--- src/rtl/barreira_detector.sv ---
// Modulated light-barrier front end: drives the IR emitter, samples the photoreceiver in the ON and OFF phases, filters per-period verdicts into objeto_perto.
// Latency: receptor is synchronised in 2 cycles; verdicts appear the cycle after the last count of each period; objeto_perto needs N_CONFIRM/N_RELEASE periods.
// Backpressure: none; free-running, one evaluation per 2*HALF_PERIOD cycles.
//
// Ports:
//   clk           system clock
//   rst_n         synchronous active-low reset
//   receptor      asynchronous photoreceiver output, 1 = light received
//   emissor       registered IR emitter drive, 1 = LED on
//   objeto_perto  filtered "object in barrier" level
//   interferencia ambient light seen in the OFF phase of the last period
//   periodo_fim   one-cycle pulse per period evaluation
module barreira_detector #(
  parameter int HALF_PERIOD = 2500,
  parameter int SETTLE      = 500,
  parameter int N_CONFIRM   = 4,
  parameter int N_RELEASE   = 4
) (
  input  logic clk,
  input  logic rst_n,
  input  logic receptor,
  output logic emissor,
  output logic objeto_perto,
  output logic interferencia,
  output logic periodo_fim
);

  localparam int PERIOD = 2 * HALF_PERIOD;
  localparam int CW     = $clog2(PERIOD);
  localparam int NMAX   = (N_CONFIRM > N_RELEASE) ? N_CONFIRM : N_RELEASE;
  localparam int FW     = $clog2(NMAX + 1);

  localparam logic [CW-1:0] CNT_LAST    = CW'(PERIOD - 1);
  localparam logic [CW-1:0] CNT_HALF    = CW'(HALF_PERIOD);
  localparam logic [CW-1:0] CNT_SMP_ON  = CW'(SETTLE);
  localparam logic [CW-1:0] CNT_SMP_OFF = CW'(HALF_PERIOD + SETTLE);
  localparam logic [FW-1:0] FC_CONFIRM  = FW'(N_CONFIRM - 1);
  localparam logic [FW-1:0] FC_RELEASE  = FW'(N_RELEASE - 1);

  typedef enum logic {
    LIVRE     = 1'b0,
    BLOQUEADO = 1'b1
  } estado_t;

  logic          rx_s1, rx_s2;
  logic          rodando;
  logic [CW-1:0] cnt;
  logic [CW-1:0] cnt_nxt;
  logic          amostra_on, amostra_off;
  logic          avaliar;
  logic          feixe;
  estado_t       estado, estado_n;
  logic [FW-1:0] fcnt, fcnt_n;

  assign cnt_nxt = (cnt == CNT_LAST) ? '0 : cnt + CW'(1);
  // rodando holds off counting for the first edge after reset so that
  // edge loads count 0 and raises the emitter.
  assign avaliar = rodando && (cnt == CNT_LAST);
  // Light in the OFF phase (ambient or interference) fails the period.
  assign feixe   = amostra_on & ~amostra_off;

  // Synchroniser, phase counter, emitter and samplers.
  always_ff @(posedge clk) begin
    if (!rst_n) begin
      rx_s1       <= 1'b0;
      rx_s2       <= 1'b0;
      rodando     <= 1'b0;
      cnt         <= '0;
      emissor     <= 1'b0;
      amostra_on  <= 1'b0;
      amostra_off <= 1'b0;
    end else begin
      rx_s1 <= receptor;
      rx_s2 <= rx_s1;
      if (!rodando) begin
        rodando <= 1'b1;
        cnt     <= '0;
        emissor <= 1'b1;
      end else begin
        cnt     <= cnt_nxt;
        // Registered from the next count so emissor lines up with cnt.
        emissor <= (cnt_nxt < CNT_HALF);
        if (cnt == CNT_SMP_ON)  amostra_on  <= rx_s2;
        if (cnt == CNT_SMP_OFF) amostra_off <= rx_s2;
      end
    end
  end

  // Filter state register and evaluation outputs.
  always_ff @(posedge clk) begin
    if (!rst_n) begin
      estado        <= LIVRE;
      fcnt          <= '0;
      periodo_fim   <= 1'b0;
      interferencia <= 1'b0;
    end else begin
      estado      <= estado_n;
      fcnt        <= fcnt_n;
      periodo_fim <= avaliar;
      if (avaliar) interferencia <= amostra_off;
    end
  end

  // Filter next state: counts consecutive periods that disagree with the
  // current state; any agreeing period restarts the count.
  always_comb begin
    estado_n = estado;
    fcnt_n   = fcnt;
    if (avaliar) begin
      case (estado)
        LIVRE: begin
          if (!feixe) begin
            if (fcnt == FC_CONFIRM) begin
              estado_n = BLOQUEADO;
              fcnt_n   = '0;
            end else begin
              fcnt_n = fcnt + FW'(1);
            end
          end else begin
            fcnt_n = '0;
          end
        end
        BLOQUEADO: begin
          if (feixe) begin
            if (fcnt == FC_RELEASE) begin
              estado_n = LIVRE;
              fcnt_n   = '0;
            end else begin
              fcnt_n = fcnt + FW'(1);
            end
          end else begin
            fcnt_n = '0;
          end
        end
        default: begin
          estado_n = LIVRE;
          fcnt_n   = '0;
        end
      endcase
    end
  end

  assign objeto_perto = (estado == BLOQUEADO);

endmodule

--- config.mk ---
export PLATFORM = sky130hd
export DESIGN_NAME = barreira_detector
export DESIGN_NICKNAME = d
export VERILOG_FILES = /design/src/rtl/barreira_detector.sv
export SDC_FILE = /design/constraint.sdc
export NUM_CORES = 1
export LEC_CHECK = 0
export ABC_AREA = 1
export BUFFER_PORTS_ARGS = -buffer_cell sky130_fd_sc_hd__buf_2
export CORE_MARGIN = 2
export CORE_UTILIZATION = 30
export DETAILED_ROUTE_END_ITERATION = 10
export HOLD_SLACK_MARGIN = 0.03
export SYNTH_ARGS = -nofsm -noshare
export SYNTH_HDL_FRONTEND = slang
export SYNTH_SLANG_ARGS = --single-unit
--- constraint.sdc ---
create_clock -name clk -period 1.9 [get_ports clk]
set_clock_uncertainty 0.2 [all_clocks]
set_input_delay 0.285 -clock clk [delete_from_list [all_inputs] [get_ports clk]]
set_output_delay 0.285 -clock clk [all_outputs]
set_load 0.01 [all_outputs]
# Word-level counts from Yosys, hierarchy flattened
# Cells that the tools add are included.
[word_totals]
regBits = 25
in_bits = 3
output_inout_bits = 4
elab_cells = 37
[classes]
add_sub_neg = 2
order_cmp = 1
eq_ne = 4
mux = 12
n_bitwise = 3
n_reduce_logical = 4
[ops]
columns = ["op", "n"]
rows = [
  ["adder 13 x 1 -> 13 bit, second input constant", 1],
  ["equality test 13 x 12 -> 1 bit, second input constant", 1],
  ["equality test 13 bit, second input constant", 1],
  ["equality test 13 x 9 -> 1 bit, second input constant", 1],
  ["less-than comparator 13 x 12 -> 1 bit, second input constant", 1],
  ["2-to-1 mux 13 bit", 1],
  ["2-to-1 mux 3 bit", 3],
  ["2-to-1 mux 1 bit", 6],
  ["one-hot mux 3 bit (2 select lines)", 1],
  ["AND reduction 2 bit", 3],
  ["adder 3 x 1 -> 3 bit, second input constant", 1],
  ["equality test 3 x 2 -> 1 bit, second input constant", 1],
  ["NOT 1 bit", 2],
  ["one-hot mux 1 bit (2 select lines)", 1],
  ["AND 1 bit", 1],
  ["logical AND 1 bit", 1],
]

# Longest topological paths before layout
[logic_depth]
depth_word = 4
mapped_depth = 13
depth_no_buf = 13

# Worst setup path before layout
# Ideal clock, no wire load.
[synth_path]
kind = "register -> register"
startpoint = "register cnt[0]"
endpoint = "register emissor"
setup_ns = 0.120
arrival_ns = 1.396
t_required_ns = 1.580
path_slack_ns = 0.184
stages_incl_launch_ff = 13
n_path_buf = 0
period_less_slack_ns = 1.716
cell_sequence = "dfxtp_1 -> ha_1 -> nand2_2 -> nor2_1 -> nand2_1 -> nand2_1 -> nand3_1 -> nor2_2 -> nand2_1 -> nand2_1 -> nand2_1 -> nand2_1 -> a21oi_2"
[synth_between]
elab_chain_cells = 4
elab_cells_between_ends = 5
classes_between = "add/sub: 1; order compare: 1; eq/ne: 1; mux: 2"
[synth_lines]
columns = ["item", "line_no", "text"]
rows = [
  ["start: declaration", "47", "logic [CW-1:0] cnt;"],
  ["start signal: assignment", "80", "cnt <= cnt_nxt;"],
  ["adder 13 x 1 -> 13 bit or equality test 13 bit (tied branches)", "55", "assign cnt_nxt = (cnt == CNT_LAST) ? '0 : cnt + CW'(1);"],
  ["2-to-1 mux 13 bit (*)", "55", ""],
  ["less-than comparator 13 x 12 -> 1 bit (*)", "82", "emissor <= (cnt_nxt < CNT_HALF);"],
  ["2-to-1 mux 1 bit (*)", "75", "if (!rodando) begin"],
  ["end signal: assignment", "82", ""],
  ["end: declaration", "22", "output logic emissor,"],
]
# Mark *: on every way between the ends. The rest lies on a longest branch, timed or not.
# A chain may end at the register's enable or synchronous reset.

# Final worst setup path
# Same ends and word-level chain as after synthesis.

==> impl_metrics.tcl <==
set metrics [dict create \
    area_growth_pct 15.9 \
    p_int_uw 691 \
    cts_buffers 3 \
    antennaDiodeCount 0 \
    io_buffers 6 \
    maxSlewHeadroom_pct 73.4 \
    layout-drive-gt1-share_pct 22.1 \
    finalHoldViolCount 0 \
    switching_share_pct 22.9 \
    initial_core_util_pct 31.9 \
    clk_latency_ns 0.27 \
    synth_seq_cells 25 \
    period_share_pct 91.0 \
    dieArea_um2 4890 \
    num_vias 1156 \
    postRouteAntennaNets 0 \
    critical_path_arrival_ns 1.75 \
    p_leak_uw 0.000609 \
    core_area_um2 4090 \
    rows 23 \
    dpl.hpwl_um 2040 \
    grt_pass1_vias 1022 \
    die_x_um 70.0 \
    yosysTopAreaCell "dfxtp_1" \
    synthFlopType "dfxtp_1" \
    period_minus_slack_ns 1.73 \
    synth_edf_count 0 \
    seq_area_frac_synth_pct 38.4 \
    endpoint_kind "flip-flop" \
    min-delay-path-class "reg2reg" \
    antenna_found_initial 0 \
    powerDensity_nw_per_um2 593 \
    htree_levels 1 \
    setup_viol 0 \
    p_comb_share_pct 3.6 \
    cp_max_fo 7 \
    dr.first_iter.drc_count 104 \
    hold_depth 2 \
    post_cts_buffers 0 \
    pwr-share-clk_pct 36.7 \
    numClockSinks 25 \
    nets 202 \
    seq_power_share_pct 59.8 \
    ir_worst_vdd_mv 0.227 \
    cts_root_buf "clkbuf_8" \
    die_y_um 70.0 \
    yosys-top-cells-area "dfxtp_1 (38%), nand2_1 (12%), nor2_1 (7.8%)" \
    drtPass1Iterations 4 \
    final_cell_mix "nand2_1 (40), inv_1 (26), nor2_1 (25)" \
    fmax_mhz 578 \
    worst_hold_slack_ns 0.217 \
    syn_avg_cell_area_um2 7.13 \
    grt-ovfl-total 0 \
    final_common_cell "nand2_1" \
    cts_buffer_depth 2 \
    required_ns 1.92 \
    synthCells 183 \
    clk_pin_slew_worst_paths_ns 0.09 \
    wirelength_um 2680 \
    status "complete, no violations" \
    routabilityCongestion 0.897 \
    drv_cap 0 \
    cts_tree "built" \
    rsz0062_at_grt "true" \
    ys_warn_count 0 \
    synth_fp_nets 189 \
    worst_pin_slew_ns 0.398 \
    pin_count 7 \
    cp-start-kind "flip-flop" \
    grt_pass1_wl_um 4460 \
    yosys.cell_types.count 26 \
    p_sw_uw 205 \
    wl_per_cell_um 10.9 \
    viasPerCell 4.72 \
    synthArstFlopShare_pct 0 \
    drv_slew 0 \
    final.setup.tns_ns 0 \
    critical_path_class "reg2reg" \
    grt_max_degree 16 \
    drc_errors 0 \
    yosysTopAreaCellShare_pct 38.4 \
    synthesis.area_um2 1310 \
    grt_usage_pct 11.2 \
    reg2reg_depth 9 \
]
-- area by class of cell --
type                    instances  area [µm²]
clock buffers                   3        41.3
fillers                       449        2570
flip-flops and latches         25         505
inverters                      27         101
well taps                      50        62.6
multi-input cells             129         729
repair buffers                 10        65.1
clock inverters                 1        7.51
-- power by group through the flow --
stage	logic, µW	clock network, µW	registers, µW
after global placement	29.1	0	546
after floorplan	15.7	0	547
final	32.0	329	536
after CTS	30.9	337	534
after global routing	37.0	355	537
after detailed placement	29.3	0	547
-- critical path, cell delays in order, from the launching register on --
cell and delay, ns:
dfxtp_2 0.37, buf_4 0.12, inv_1 0.07, nor2_4 0.20, nand3_1 0.12, xor2_1 0.27, nor2_1 0.08, nand3_1 0.09
nand2_1 0.06, a21oi_2 0.10
-- what timing repair did --
action                     CTS  global route
hold buffers                 1             1
gates resized for setup      0            12
hold endpoints to repair     1             1
setup endpoints to repair    0             2
-- final timing paths --
check,from,endpoint,slack [ns]
worst max register to register,cnt[0],emissor,0.17
worst min register to register,rx_s1,rx_s2,0.22
worst max-delay path,cnt[0],emissor,0.17
worst min-delay path,rx_s1,rx_s2,0.22
-- synthesized netlist by cell type, types with 2 or more instances --
library cell / instances
nor2_1: 27
dfxtp_1: 25
nand4_1: 2
nor2_4: 4
nand2_1: 40
a211oi_1: 3
a21oi_1: 4
nand2_2: 6
o21ai_0: 3
xor2_1: 2
nand3_1: 18
inv_1: 26
nor2_2: 6
ha_1: 3
nor3_1: 3
-- per-layer routing --
metal	global-route usage [%]	vias to the layer above	share of wire, %
li1	-	602	-
met1	15.8	520	50
met2	16.6	28	44
met3	1.30	6	3.7
met4	5.56	0	2.6
met5	0	-	0
-- flip-flops by register name, summed over array words and instances, names as in the netlist, named ones only --
signal	flops
emissor	1
periodo_fim	1
rx_s1	1
rodando	1
interferencia	1
fcnt	3
rx_s2	1
amostra_on	1
cnt	13
amostra_off	1
-- cell families after synthesis --
kind of cell	Yosys count	share of synthesized area, %
compound gates	12	5.66
xor+xnor	3	2.01
fa+ha+maj	3	2.88
buf+inv	29	8.63
flops	25	38.4
simple gates	111	42.5
-- through the flow --
| stage | area (µm²) | cells | total power (µW) | setup WS, ns | utilization, % |
|---|---|---|---|---|---|
| 6_report | 1510 | 245 | 896 | 0.170 | 37.0 |
| 5_1_grt | 1510 | 245 | 929 | -0.00605 | 37.0 |
| 4_1_cts | 1460 | 244 | 902 | 0.0296 | 35.7 |
| 3_5_place_dp | 1400 | 239 | 576 | 0.0502 | 34.3 |
| 3_3_place_gp | 1400 | 239 | 575 | 0.0873 | 34.3 |
| 2_1_floorplan | 1310 | 183 | 562 | 0.184 | - |
Power figures use the tool's default switching activity.
